**src/rtl/fir_ctrl_pkg.sv**
```systemverilog
// Shared types and constants for the FIR packet arbiter: FSM encoding, tap count and
// flush-counter sizing.
package fir_ctrl_pkg;

  typedef enum logic [1:0] {
    StIdle,
    StPass,
    StFlush
  } state_e;

  localparam int unsigned FIR_NUM_COEFFS    = 15;
  localparam int unsigned FLUSH_LEN_DEFAULT = FIR_NUM_COEFFS - 1;

  // Counter must hold 0..flush_len-1 and never collapse to zero width.
  function automatic int unsigned cnt_width(input int unsigned flush_len);
    int unsigned w;
    w = $clog2(flush_len + 1);
    return (w < 1) ? 1 : w;
  endfunction

endpackage

```
**src/rtl/rr_arb2.sv**
```systemverilog
// Two-request round-robin picker: a lone request wins outright, a tie goes to the source
// that was not granted last.
module rr_arb2 (
  input  logic [1:0] req,
  input  logic       last_grant,
  output logic       gnt_valid,
  output logic       gnt_id
);

  always_comb begin
    gnt_valid = |req;
    case (req)
      2'b01:   gnt_id = 1'b0;
      2'b10:   gnt_id = 1'b1;
      2'b11:   gnt_id = ~last_grant;
      default: gnt_id = 1'b0;
    endcase
  end

endmodule

```
**src/rtl/fir_packet_arbiter.sv**
```systemverilog
// Shares one FIR AXI-Stream input between two packet sources; each granted packet is
// forwarded whole, then followed by FLUSH_LEN zero beats that drain the filter delay line.
module fir_packet_arbiter
  import fir_ctrl_pkg::*;
#(
  parameter int unsigned C_AXIS_TDATA_WIDTH = 32,
  parameter int unsigned FLUSH_LEN          = FLUSH_LEN_DEFAULT
) (
  input  logic                            s00_axis_aclk,
  input  logic                            s00_axis_areset,
  input  logic                            s00_axis_tvalid,
  input  logic                            s00_axis_tlast,
  input  logic [C_AXIS_TDATA_WIDTH-1:0]   s00_axis_tdata,
  output logic                            s00_axis_tready,
  input  logic                            s01_axis_tvalid,
  input  logic                            s01_axis_tlast,
  input  logic [C_AXIS_TDATA_WIDTH-1:0]   s01_axis_tdata,
  output logic                            s01_axis_tready,
  input  logic                            m00_axis_tready,
  output logic                            m00_axis_tvalid,
  output logic                            m00_axis_tlast,
  output logic [C_AXIS_TDATA_WIDTH-1:0]   m00_axis_tdata,
  output logic [C_AXIS_TDATA_WIDTH/8-1:0] m00_axis_tstrb,
  output logic                            m00_axis_tuser,
  output logic                            grant_id,
  output logic                            busy
);

  localparam int unsigned     CntW    = cnt_width(FLUSH_LEN);
  localparam bit              NoFlush = (FLUSH_LEN == 0);
  localparam logic [CntW-1:0] CntLast = NoFlush ? '0 : CntW'(FLUSH_LEN - 1);

  state_e                        state_q, state_d;
  logic [CntW-1:0]               cnt_q, cnt_d;
  logic                          grant_q, grant_d;
  logic                          last_grant_q, last_grant_d;
  logic                          m_valid_q, m_valid_d;
  logic                          m_last_q, m_last_d;
  logic                          m_user_q, m_user_d;
  logic [C_AXIS_TDATA_WIDTH-1:0] m_data_q, m_data_d;

  logic                          load_en;
  logic                          src_valid, src_last;
  logic [C_AXIS_TDATA_WIDTH-1:0] src_data;
  logic                          gnt_valid, gnt_id;

  rr_arb2 u_rr_arb2 (
    .req        ({s01_axis_tvalid, s00_axis_tvalid}),
    .last_grant (last_grant_q),
    .gnt_valid  (gnt_valid),
    .gnt_id     (gnt_id)
  );

  // Output register may only take a new beat when empty or being drained this cycle.
  assign load_en   = !m_valid_q || m00_axis_tready;
  assign src_valid = grant_q ? s01_axis_tvalid : s00_axis_tvalid;
  assign src_last  = grant_q ? s01_axis_tlast  : s00_axis_tlast;
  assign src_data  = grant_q ? s01_axis_tdata  : s00_axis_tdata;

  always_comb begin
    state_d         = state_q;
    cnt_d           = cnt_q;
    grant_d         = grant_q;
    last_grant_d    = last_grant_q;
    m_valid_d       = m_valid_q;
    m_last_d        = m_last_q;
    m_user_d        = m_user_q;
    m_data_d        = m_data_q;
    s00_axis_tready = 1'b0;
    s01_axis_tready = 1'b0;
    if (load_en) begin
      m_valid_d = 1'b0;
    end

    unique case (state_q)
      StIdle: begin
        if (gnt_valid) begin
          grant_d      = gnt_id;
          last_grant_d = gnt_id;
          state_d      = StPass;
        end
      end
      StPass: begin
        s00_axis_tready = load_en && !grant_q;
        s01_axis_tready = load_en &&  grant_q;
        if (load_en && src_valid) begin
          m_valid_d = 1'b1;
          m_data_d  = src_data;
          m_user_d  = grant_q;
          // With a flush tail the packet boundary moves to the last zero beat.
          m_last_d  = NoFlush ? src_last : 1'b0;
          if (src_last) begin
            if (NoFlush) begin
              state_d = StIdle;
            end else begin
              state_d = StFlush;
              cnt_d   = '0;
            end
          end
        end
      end
      StFlush: begin
        if (load_en) begin
          m_valid_d = 1'b1;
          m_data_d  = '0;
          m_user_d  = grant_q;
          m_last_d  = (cnt_q == CntLast);
          cnt_d     = cnt_q + CntW'(1);
          if (cnt_q == CntLast) begin
            state_d = StIdle;
          end
        end
      end
      default: state_d = StIdle;
    endcase
  end

  always_ff @(posedge s00_axis_aclk or posedge s00_axis_areset) begin
    if (s00_axis_areset) begin
      state_q      <= StIdle;
      cnt_q        <= '0;
      grant_q      <= 1'b0;
      last_grant_q <= 1'b1;
      m_valid_q    <= 1'b0;
      m_last_q     <= 1'b0;
      m_user_q     <= 1'b0;
      m_data_q     <= '0;
    end else begin
      state_q      <= state_d;
      cnt_q        <= cnt_d;
      grant_q      <= grant_d;
      last_grant_q <= last_grant_d;
      m_valid_q    <= m_valid_d;
      m_last_q     <= m_last_d;
      m_user_q     <= m_user_d;
      m_data_q     <= m_data_d;
    end
  end

  assign m00_axis_tvalid = m_valid_q;
  assign m00_axis_tlast  = m_last_q;
  assign m00_axis_tdata  = m_data_q;
  assign m00_axis_tuser  = m_user_q;
  assign m00_axis_tstrb  = '1;
  assign grant_id        = grant_q;
  assign busy            = (state_q != StIdle);

endmodule

```
**config.mk**
```make
export PLATFORM = sky130hd
export DESIGN_NAME = fir_packet_arbiter
export DESIGN_NICKNAME = d
export VERILOG_FILES = /design/src/rtl/fir_ctrl_pkg.sv /design/src/rtl/rr_arb2.sv /design/src/rtl/fir_packet_arbiter.sv
export SDC_FILE = /design/constraint.sdc
export NUM_CORES = 1
export LEC_CHECK = 0
export BUFFER_PORTS_ARGS = -buffer_cell sky130_fd_sc_hd__buf_4
export CAP_MARGIN = 20
export CELL_PAD_IN_SITES_DETAIL_PLACEMENT = 1
export CELL_PAD_IN_SITES_GLOBAL_PLACEMENT = 2
export CORE_MARGIN = 2
export CORE_UTILIZATION = 27
export DETAILED_ROUTE_END_ITERATION = 8
export PLACE_DENSITY_LB_ADDON = 0.3
export SYNTH_ARGS = -nofsm -noshare
export SYNTH_HDL_FRONTEND = slang
export SYNTH_SLANG_ARGS = --single-unit
export TNS_END_PERCENT = 5
```
**constraint.sdc**
```tcl
create_clock -name s00_axis_aclk -period 2.25 [get_ports s00_axis_aclk]
set_clock_uncertainty 0.15 [all_clocks]
set_input_delay 0.45 -clock s00_axis_aclk [delete_from_list [all_inputs] [get_ports s00_axis_aclk]]
set_output_delay 0.45 -clock s00_axis_aclk [all_outputs]
set_load 0.01 [all_outputs]
```
==> results.py, run 1 <==
metrics = {
    "worst_setup_path": {
        "endpoint_kind": "flop",
        "crit_fanout": 40,
        "cp.arrival_ps": 1990,
        "cp-start-kind": "flop",
        "required_ps": 2290,
        "critical_path_class": "flop to flop",
    },
    "clocking": {
        "clockBufferDepth": 2,
        "cts_buffers": 5,
        "clk_pin_slew_ps": 80,
        "postCtsSetupRepairBufs": 0,
        "cts-root-buf": "clkbuf_8",
        "clock-sinks": 43,
        "cts-resized-gates": 0,
        "tritoncts": "yes",
        "htreeDepth": 2,
        "clock_latency_ps": 290,
        "postCtsHoldBufs": 0,
    },
    "yosys": {
        "netlist_area_um2": 2330,
        "async_flop_share": 1.00,
        "synth_edf_count": 0,
        "syn_avg_cell_area_um2": 10.6,
        "synthMuxAreaShare": 0.155,
        "ys_seq_area_frac": 0.462,
        "synth-compound-area-share": 0.243,
        "ys_warn_count": 0,
        "yosys.area_share.adder": 0.0269,
        "synth_top_family_by_area": "compound AO/OA/AOI/OAI gates",
        "synth-xor-area-share": 0,
        "synth.distinct_cells": 33,
        "ys.flop_type": "dfrtp_1",
        "synthSimpleGateAreaFrac": 0.0462,
        "synth_cells": 220,
        "synth-seq-cells": 43,
    },
    "grt": {
        "grt_pass1_wl_mm": 11.4,
        "gr-total-overflow": 0,
        "grt_pass1_vias": 2276,
        "grt.total_usage": 0.147,
        "grt_max_degree": 41,
        "antenna_found_initial": 0,
    },
    "min_path": {
        "min_path_type": "input pin to async pin",
    },
    "route": {
        "vias": 2169,
        "drc_errors": 0,
        "drt-initial-drc-count": 61,
        "dr.pass1.iters": 4,
        "wire_per_inst_um": 15.6,
        "ant_nets": 0,
        "vias_per_cell": 5.07,
        "wl_mm": 6.66,
    },
    "placement": {
        "gp_congestion": 0.718,
        "io_buffers": 109,
        "hpwl_mm": 4.95,
    },
    "final_layout": {
        "drive_gt1_frac": 0.399,
        "nFillCells": 953,
        "seqCellArea_um2": 1080,
        "multi_input_area_um2": 1130,
        "fin_nets": 398,
        "post-route-util": 0.401,
        "n_antenna_cell": 0,
        "syn_to_final_growth_pct": 42.7,
    },
    "timing": {
        "setup_viol_count_final": 0,
        "slew_viol_final": 0,
        "rsz0062_at_grt": "no",
        "hold_viol": 0,
        "post-route-min-period_ps": 1950,
        "timing.fmax_mhz": 513,
        "fin_setup_tns_ps": 0,
        "holdWs_ps": 7.30,
        "period_share": 0.866,
    },
    "power": {
        "ir_drop_v": 0.000377,
        "p_per_area_nw_per_um2": 1380,
        "p_leak_nw": 1.59,
    },
    "floorplanning": {
        "fp.dieW_um": 96.9,
        "die_h_um": 96.9,
        "die_area_um2": 9390,
        "boundaryPins": 114,
        "rows": 33,
        "fp.coreArea_um2": 8300,
        "start_util": 0.281,
    },
    "flow_run": {
        "cap_violations": 0,
    },
    "run_status": {
        "outcome": "finished, final reports clean",
    },
}
==> worst paths after layout <==
check | from | end | slack (ps) | cells past startpoint
max | state_q[0]$_DFFE_PP0P_ | cnt_q[1]$_DFFE_PP0P_ | 300 | 7
min | s00_axis_areset | cnt_q[3]$_DFFE_PP0P_ | 7 | 2
max reg2reg | state_q[0]$_DFFE_PP0P_ | cnt_q[1]$_DFFE_PP0P_ | 300 | 7
min reg2reg | m00_axis_tdata[11]$_DFFE_PP0P_ | m00_axis_tdata[11]$_DFFE_PP0P_ | 370 | 2
max in group asynchronous | s00_axis_areset | last_grant_q$_DFFE_PP1P_ | 1320 | 3
min in group s00_axis_aclk | s00_axis_tvalid | last_grant_q$_DFFE_PP1P_ | 190 | 2
==> registers in the layout (all words and copies together) (netlist names) <==
name / cells
cnt_q: 4
last_grant_q: 1
m00_axis_tuser: 1
m00_axis_tdata: 32
m00_axis_tlast: 1
m00_axis_tvalid: 1
state_q: 2
grant_id: 1
==> synthesized netlist by cell type (3+ instances only) <==
cell type | n | area (µm²)
inv_1 | 6 | 22.5
ha_1 | 5 | 62.6
clkbuf_1 | 15 | 56.3
nand3_1 | 3 | 15.0
nand2b_1 | 3 | 18.8
buf_4 | 4 | 30.0
buf_2 | 6 | 30.0
dfrtp_1 | 42 | 1050
o21ai_0 | 39 | 195
o41ai_1 | 33 | 289
mux2i_1 | 35 | 350
nand2_1 | 5 | 18.8
nand3b_1 | 3 | 22.5
==> layout make-up <==
cell class,count,area share
Multi-Input combinational cell,148,0.339
Sequential cell,43,0.324
Timing Repair Buffer,118,0.266
Tap cell,105,0.0395
Clock buffer,8,0.0241
Inverter,6,0.00677
==> cell usage in the layout (no fill, tap or decap) <==
master,count
nor2_1,2
o21ai_4,1
mux2_2,1
clkbuf_1,3
a21oi_1,1
or2_1,1
o211ai_1,1
mux2i_1,35
dfrtp_2,1
inv_1,5
dfrtp_1,41
conb_1,4
nand2_1,5
nand3_1,3
nand3b_1,3
a21o_1,1
dfstp_2,1
ha_1,5
o21ai_0,39
o31ai_1,1
a2bb2oi_1,1
inv_2,1
or3_1,1
o311ai_1,1
clkbuf_8,5
a31oi_1,1
nor2b_1,1
and3_1,1
o31a_1,1
a32o_1,1
buf_4,118
o21a_2,1
o41ai_1,33
nand2b_1,3
==> per-stage QoR <==
step	total power (W)	std cells	cell area (µm²)	setup slack, ps
global placement	0.00408	420	3240	403
global route	0.00503	428	3320	102
floorplan	0.00312	223	2340	427
CTS	0.00468	428	3320	261
finish	0.00460	428	3320	301
detailed placement	0.00418	420	3240	299
==> routing by layer <==
layer,global-route usage,up-vias,share of wire,wire (µm)
li1,-,1036,-,-
met1,0.187,1063,0.44,2920
met2,0.244,66,0.49,3290
met3,0.0462,4,0.063,417
met4,0.0303,0,0.0063,42
met5,0,-,0,0
==> power by group <==
part           switching (W)  internal [W]  leakage (nW)
clock network       0.000258      0.000221        0.0395
logic                0.00154       0.00121          1.01
registers           0.000206       0.00116         0.541
total                0.00200       0.00259          1.59
==> logic make-up (layout without fill, tap and decap cells) <==
group	after synthesis	after routing
compound gates	83	83
flops	43	43
mux	36	36
buf+inv	32	132
simple gates	20	20
fa+ha+maj	5	5
other cells	1	4
==> worst max-delay path, stage by stage, from the launching register on <==
cell and delay, ps:
dfrtp_1 380, inv_1 110, ha_1 180, inv_1 130, o21ai_4 260, buf_4 380, o21ai_0 150, o31ai_1 90
No activity file was read; power rests on OpenSTA's default activity.
==> run 2, diff against run 1 <==
--- a/config.mk
+++ b/config.mk
@@ -5,13 +5,13 @@
 export SDC_FILE = /design/constraint.sdc
 export NUM_CORES = 1
 export LEC_CHECK = 0
-export BUFFER_PORTS_ARGS = -buffer_cell sky130_fd_sc_hd__buf_4
 export CAP_MARGIN = 20
 export CELL_PAD_IN_SITES_DETAIL_PLACEMENT = 1
 export CELL_PAD_IN_SITES_GLOBAL_PLACEMENT = 2
 export CORE_MARGIN = 2
-export CORE_UTILIZATION = 27
+export CORE_UTILIZATION = 28
 export DETAILED_ROUTE_END_ITERATION = 8
+export DONT_BUFFER_PORTS = 1
 export PLACE_DENSITY_LB_ADDON = 0.3
 export SYNTH_ARGS = -nofsm -noshare
 export SYNTH_HDL_FRONTEND = slang
==> constraint.sdc (replaced) <==
create_clock -name s00_axis_aclk -period 1.93 [get_ports s00_axis_aclk]
set_clock_uncertainty 0.15 [all_clocks]
set_input_delay 0.386 -clock s00_axis_aclk [delete_from_list [all_inputs] [get_ports s00_axis_aclk]]
set_output_delay 0.386 -clock s00_axis_aclk [all_outputs]
set_load 0.01 [all_outputs]
==> run 2 against run 1 <==
Via count shrank 17%. Utilization shrank 7.1 points. Die area shrank 3.4%. Non-clock buffer count shrank 98. Worst setup slack lost 230 ps. Global-route usage shrank 0.81 points. Critical path depth shrank 1. Total power grew 16%. Combinational power shrank 3%. Final area shrank 19%. Largest cell class unchanged. Largest power group unchanged.
==> results.py, run 2 (synthesis gave the netlist of run 1 again) <==
metrics = {
    "run_status": {
        "outcome": "finished, final reports clean",
    },
    "final_layout": {
        "fin_nets": 300,
        "drive_gt1_frac": 0.151,
        "final_cell_area_um2": 2680,
        "layout_commonest_cell": "dfrtp_1",
        "most-common-layout-cells": "dfrtp_1, o21ai_0, mux2i_1",
        "syn_to_final_growth_pct": 15.0,
        "instances_no_fill": 330,
        "largest_register_ffs": 32,
        "n_antenna_cell": 0,
    },
    "timing": {
        "setup_viol_count_final": 0,
        "timing.fmax_mhz": 539,
        "period_share": 0.962,
        "post-route-min-period_ps": 1860,
        "rsz0062_at_grt": "yes",
        "slew_viol_final": 0,
        "hold_viol": 0,
    },
    "worst_setup_path": {
        "r2r-start": "state_q[0]$_DFFE_PP0P_",
        "reg2reg_slack_ps": 70,
        "crit_fanout": 11,
        "endpoint_kind": "flop",
        "cp.arrival_ps": 1910,
        "reg2regPathDepth": 6,
        "critical_path_class": "flop to flop",
        "cp-start-kind": "flop",
        "r2r_end": "cnt_q[3]$_DFFE_PP0P_",
        "required_ps": 1980,
    },
    "placement": {
        "io_buffers": 0,
        "placed_area_um2": 2480,
        "gp_congestion": 0.679,
        "hpwl_mm": 4.41,
        "placed_cells": 316,
    },
    "min_path": {
        "whs_endpoint": "last_grant_q$_DFFE_PP1P_",
        "hp-start": "s01_axis_tvalid",
        "min_path_type": "input pin to flop",
        "whs_path_depth": 2,
    },
    "grt": {
        "grt.total_usage": 0.138,
        "grt_pass1_wl_mm": 9.74,
        "grt_max_degree": 39,
        "grt_pass1_vias": 1829,
        "gr-total-overflow": 0,
        "antenna_found_initial": 0,
    },
    "route": {
        "wl_mm": 6.14,
        "wire_per_inst_um": 18.6,
        "drc_errors": 0,
        "drt-initial-drc-count": 80,
        "dr.pass1.iters": 4,
        "ant_nets": 0,
        "vias_per_cell": 5.46,
        "vias": 1803,
    },
    "clocking": {
        "htreeDepth": 2,
        "tritoncts": "yes",
        "cts-root-buf": "clkbuf_8",
        "clock_latency_ps": 300,
        "clock-sinks": 43,
        "clk_pin_slew_ps": 90,
        "cts_buffers": 5,
        "clockBufferDepth": 2,
    },
    "floorplanning": {
        "boundaryPins": 114,
        "fp.coreArea_um2": 8130,
        "fp.dieW_um": 95.2,
        "die_area_um2": 9070,
        "rows": 33,
        "die_h_um": 95.2,
        "start_util": 0.286,
    },
    "power": {
        "p_leak_nw": 1.14,
        "p_per_area_nw_per_um2": 1990,
        "ir_drop_v": 0.000453,
    },
    "flow_run": {
        "cap_violations": 0,
    },
}
run 2: stage by stage:
stage / TNS, ps / power, W / hold slack, ps / util / setup WS [ps]
after floorplan: 0 / 0.00364 / 299 / - / 123
after global placement: 0 / 0.00429 / 150 / 0.304 / 109
after detailed placement: 0 / 0.00436 / 150 / 0.304 / 35.2
after CTS: 0 / 0.00524 / 72.8 / 0.324 / 31.2
after global routing: -75.1 / 0.00583 / 69.5 / 0.329 / -19.7
final: 0 / 0.00534 / 89.9 / 0.329 / 73.2
run 2: layout make-up:
type	count	area, µm²
tap	105	131
timing repair buffer	20	179
fill	891	5460
clock buffer	5	68.8
inverter	6	22.5
sequential	43	1080
multi-input combinational	148	1130
clock inverter	3	67.6
run 2: how the worst max path moves through the flow:
stage,start,end,slack (ps),depth (start not counted)
after detailed placement,state_q[0]$_DFFE_PP0P_,cnt_q[3]$_DFFE_PP0P_,40,7
after floorplan,state_q[0]$_DFFE_PP0P_,cnt_q[3]$_DFFE_PP0P_,120,7
final,state_q[0]$_DFFE_PP0P_,cnt_q[3]$_DFFE_PP0P_,70,6
after global placement,state_q[0]$_DFFE_PP0P_,cnt_q[3]$_DFFE_PP0P_,110,7
after global routing,state_q[0]$_DFFE_PP0P_,cnt_q[3]$_DFFE_PP0P_,-20,6
after CTS,state_q[0]$_DFFE_PP0P_,cnt_q[3]$_DFFE_PP0P_,30,7
run 2: routing by layer:
layer / vias up / share of wire / wire [µm] / global-route usage
met5: - / 0 / 0 / 0
met4: 0 / 0.012 / 74 / 0.0374
met3: 5 / 0.071 / 438 / 0.0324
met2: 66 / 0.49 / 3030 / 0.234
met1: 888 / 0.42 / 2600 / 0.177
li1: 844 / - / - / -
run 2: worst max-delay path: stages, from the launching register on:
cell,delay (ps)
dfrtp_1,360
inv_1,70
ha_1,360
o21ai_4,140
buf_4,160
or2_4,260
o311ai_1,260
run 2: what timing repair did:
action                     CTS  global route
resized for setup            0             5
hold endpoints to repair    18             0
buffers inserted             0             4
setup endpoints to repair    0            34
hold buffers                 2             0
run 2: power by group:
group	total (W)	switching, W	leakage (nW)	internal [W]
combinational	0.00267	0.00152	0.538	0.00115
sequential	0.00181	0.000462	0.541	0.00135
clock	0.000856	0.000340	0.0644	0.000516
==> run 3, diff against run 2 <==
--- a/config.mk
+++ b/config.mk
@@ -12,7 +12,8 @@
 export CORE_UTILIZATION = 28
 export DETAILED_ROUTE_END_ITERATION = 8
 export DONT_BUFFER_PORTS = 1
-export PLACE_DENSITY_LB_ADDON = 0.3
+export PLACE_DENSITY = 0.64
+export RECOVER_POWER = 50
 export SYNTH_ARGS = -nofsm -noshare
 export SYNTH_HDL_FRONTEND = slang
 export SYNTH_SLANG_ARGS = --single-unit
==> run 3 against run 2 <==
Clock power shrank 30%. Combinational power shrank 4%. Count of clock-buffer cells in the layout grew 1. Worst hold slack gained 8.0 ps. Flip-flop and latch count is the same. Fmax shrank 0.65%. Largest power group unchanged.
==> results.py, run 3 (synthesis gave the netlist of run 1 again) <==
metrics = {
    "placement": {
        "hpwl_mm": 4.40,
        "io_buffers": 0,
        "placed_cells": 315,
        "gp_congestion": 0.750,
    },
    "timing": {
        "slew_viol_final": 0,
        "slew-limit-headroom": 0.434,
        "hold_viol": 0,
        "post-route-min-period_ps": 1870,
        "worst_slew_pin_slew_ps": 849,
        "timing.fmax_mhz": 535,
        "period_share": 0.968,
        "setup_viol_count_final": 0,
        "rsz0062_at_grt": "yes",
    },
    "floorplanning": {
        "rows": 33,
        "boundaryPins": 114,
        "start_util": 0.286,
        "die_h_um": 95.2,
        "die_area_um2": 9070,
        "fp.dieW_um": 95.2,
        "fp.coreArea_um2": 8130,
    },
    "power": {
        "p_seq_frac": 0.364,
        "power_w": 0.00495,
        "swShare": 0.460,
        "p_comb_frac": 0.515,
        "p_per_area_nw_per_um2": 1910,
        "p_sw_w": 0.00228,
        "p_leak_nw": 1.10,
        "ir_drop_v": 0.000569,
        "p_clk_frac": 0.121,
        "p_int_w": 0.00267,
    },
    "final_layout": {
        "n_antenna_cell": 0,
        "syn_to_final_growth_pct": 11.4,
        "most-common-layout-cells": "dfrtp_1, o21ai_0, mux2i_1",
        "largest_register_ffs": 32,
        "nFillCells": 887,
        "fin_nets": 295,
        "layout_commonest_cell": "dfrtp_1",
        "drive_gt1_frac": 0.119,
        "instances_no_fill": 324,
    },
    "grt": {
        "gr-total-overflow": 0,
        "grt_max_degree": 37,
        "antenna_found_initial": 0,
        "grt_pass1_vias": 1768,
        "grt.total_usage": 0.139,
        "grt_pass1_wl_mm": 9.65,
    },
    "worst_setup_path": {
        "r2r_end": "cnt_q[3]$_DFFE_PP0P_",
        "cp.arrival_ps": 1330,
        "critical_path_class": "flop to output port",
        "required_ps": 1390,
        "crit_fanout": 5,
        "cp_num_buf_inv": 1,
        "crit_family": "flip-flops",
        "slowest_delay_ps": 400,
        "path_cells": "inv_1 -> ha_1 -> nand2_1 -> nor2_1",
        "endpoint_kind": "output port",
        "reg2regPathDepth": 4,
        "crit_path_top_delay_cell": "dfrtp_1",
        "cp-start-kind": "flop",
        "r2r-start": "m00_axis_tvalid$_DFF_PP0_",
        "reg2reg_slack_ps": 110,
    },
    "route": {
        "wire_per_inst_um": 19.0,
        "drc_errors": 0,
        "drt-initial-drc-count": 53,
        "wl_mm": 6.16,
        "vias": 1797,
        "dr.pass1.iters": 4,
        "ant_nets": 0,
        "vias_per_cell": 5.55,
    },
    "flow_run": {
        "cap_violations": 0,
    },
    "run_status": {
        "outcome": "finished, final reports clean",
    },
    "clocking": {
        "postCtsSetupRepairBufs": 0,
        "htreeDepth": 2,
        "clk_pin_slew_ps": 80,
        "clock_latency_ps": 290,
        "clockBufferDepth": 2,
        "cts-root-buf": "clkbuf_8",
        "cts_buffers": 5,
        "clock-sinks": 43,
        "tritoncts": "yes",
    },
    "min_path": {
        "whs_endpoint": "last_grant_q$_DFFE_PP1P_",
        "min_path_type": "input pin to flop",
        "whs_path_depth": 2,
        "hp-start": "s01_axis_tvalid",
    },
}
==> run 3: how the worst max path moves through the flow <==
| stage | start | endpoint | cells past startpoint |
|---|---|---|---|
| 6_report | state_q[1]$_DFFE_PP0P_ | s00_axis_tready | 4 |
| 5_1_grt | state_q[1]$_DFFE_PP0P_ | s00_axis_tready | 4 |
| 4_1_cts | state_q[1]$_DFFE_PP0P_ | s00_axis_tready | 4 |
| 3_5_place_dp | state_q[0]$_DFFE_PP0P_ | m00_axis_tdata[24]$_DFFE_PP0P_ | 7 |
| 3_3_place_gp | state_q[0]$_DFFE_PP0P_ | m00_axis_tlast$_DFFE_PP0P_ | 7 |
| 2_1_floorplan | state_q[0]$_DFFE_PP0P_ | cnt_q[3]$_DFFE_PP0P_ | 7 |
==> run 3: repair_timing <==
item	CTS	global route
setup endpoints to repair	0	29
hold buffers	2	0
gates resized for setup	0	3
hold endpoints to repair	20	0
==> run 3: routing by layer <==
metal / global-route usage / vias to the layer above / share of wire
met4: 0.0362 / 0 / 0.012
met2: 0.222 / 64 / 0.48
li1: - / 834 / -
met1: 0.183 / 893 / 0.43
met3: 0.0443 / 6 / 0.080
met5: 0 / - / 0
==> run 3: metrics by stage <==
step	utilization	instance area, µm²	setup TNS, ps	setup slack [ps]	hold slack (ps)
after floorplan	-	2340	0	123	299
after global placement	0.305	2480	0	143	172
after detailed placement	0.305	2480	0	60.5	170
after CTS	0.318	2590	0	23.3	80.8
after global routing	0.319	2600	-92.5	-47.8	76.2
final	0.319	2600	0	61.0	97.9
==> run 3: final cells by class <==
class	count	area, µm²	share of cell area
Sequential cell	43	1080	0.415
Multi-Input combinational cell	148	1130	0.434
Tap cell	105	131	0.0506
Clock buffer	6	82.6	0.0318
Clock inverter	1	5.00	0.00193
Timing Repair Buffer	15	150	0.0578
Inverter	6	22.5	0.00867
==> run 3: power by group through the flow <==
stage / Combinational (W) / Sequential, W / Clock [W]
floorplan: 0.00192 / 0.00172 / 0
global placement: 0.00248 / 0.00182 / 0
detailed placement: 0.00258 / 0.00183 / 0
CTS: 0.00258 / 0.00182 / 0.000642
global route: 0.00289 / 0.00187 / 0.000681
finish: 0.00255 / 0.00180 / 0.000599
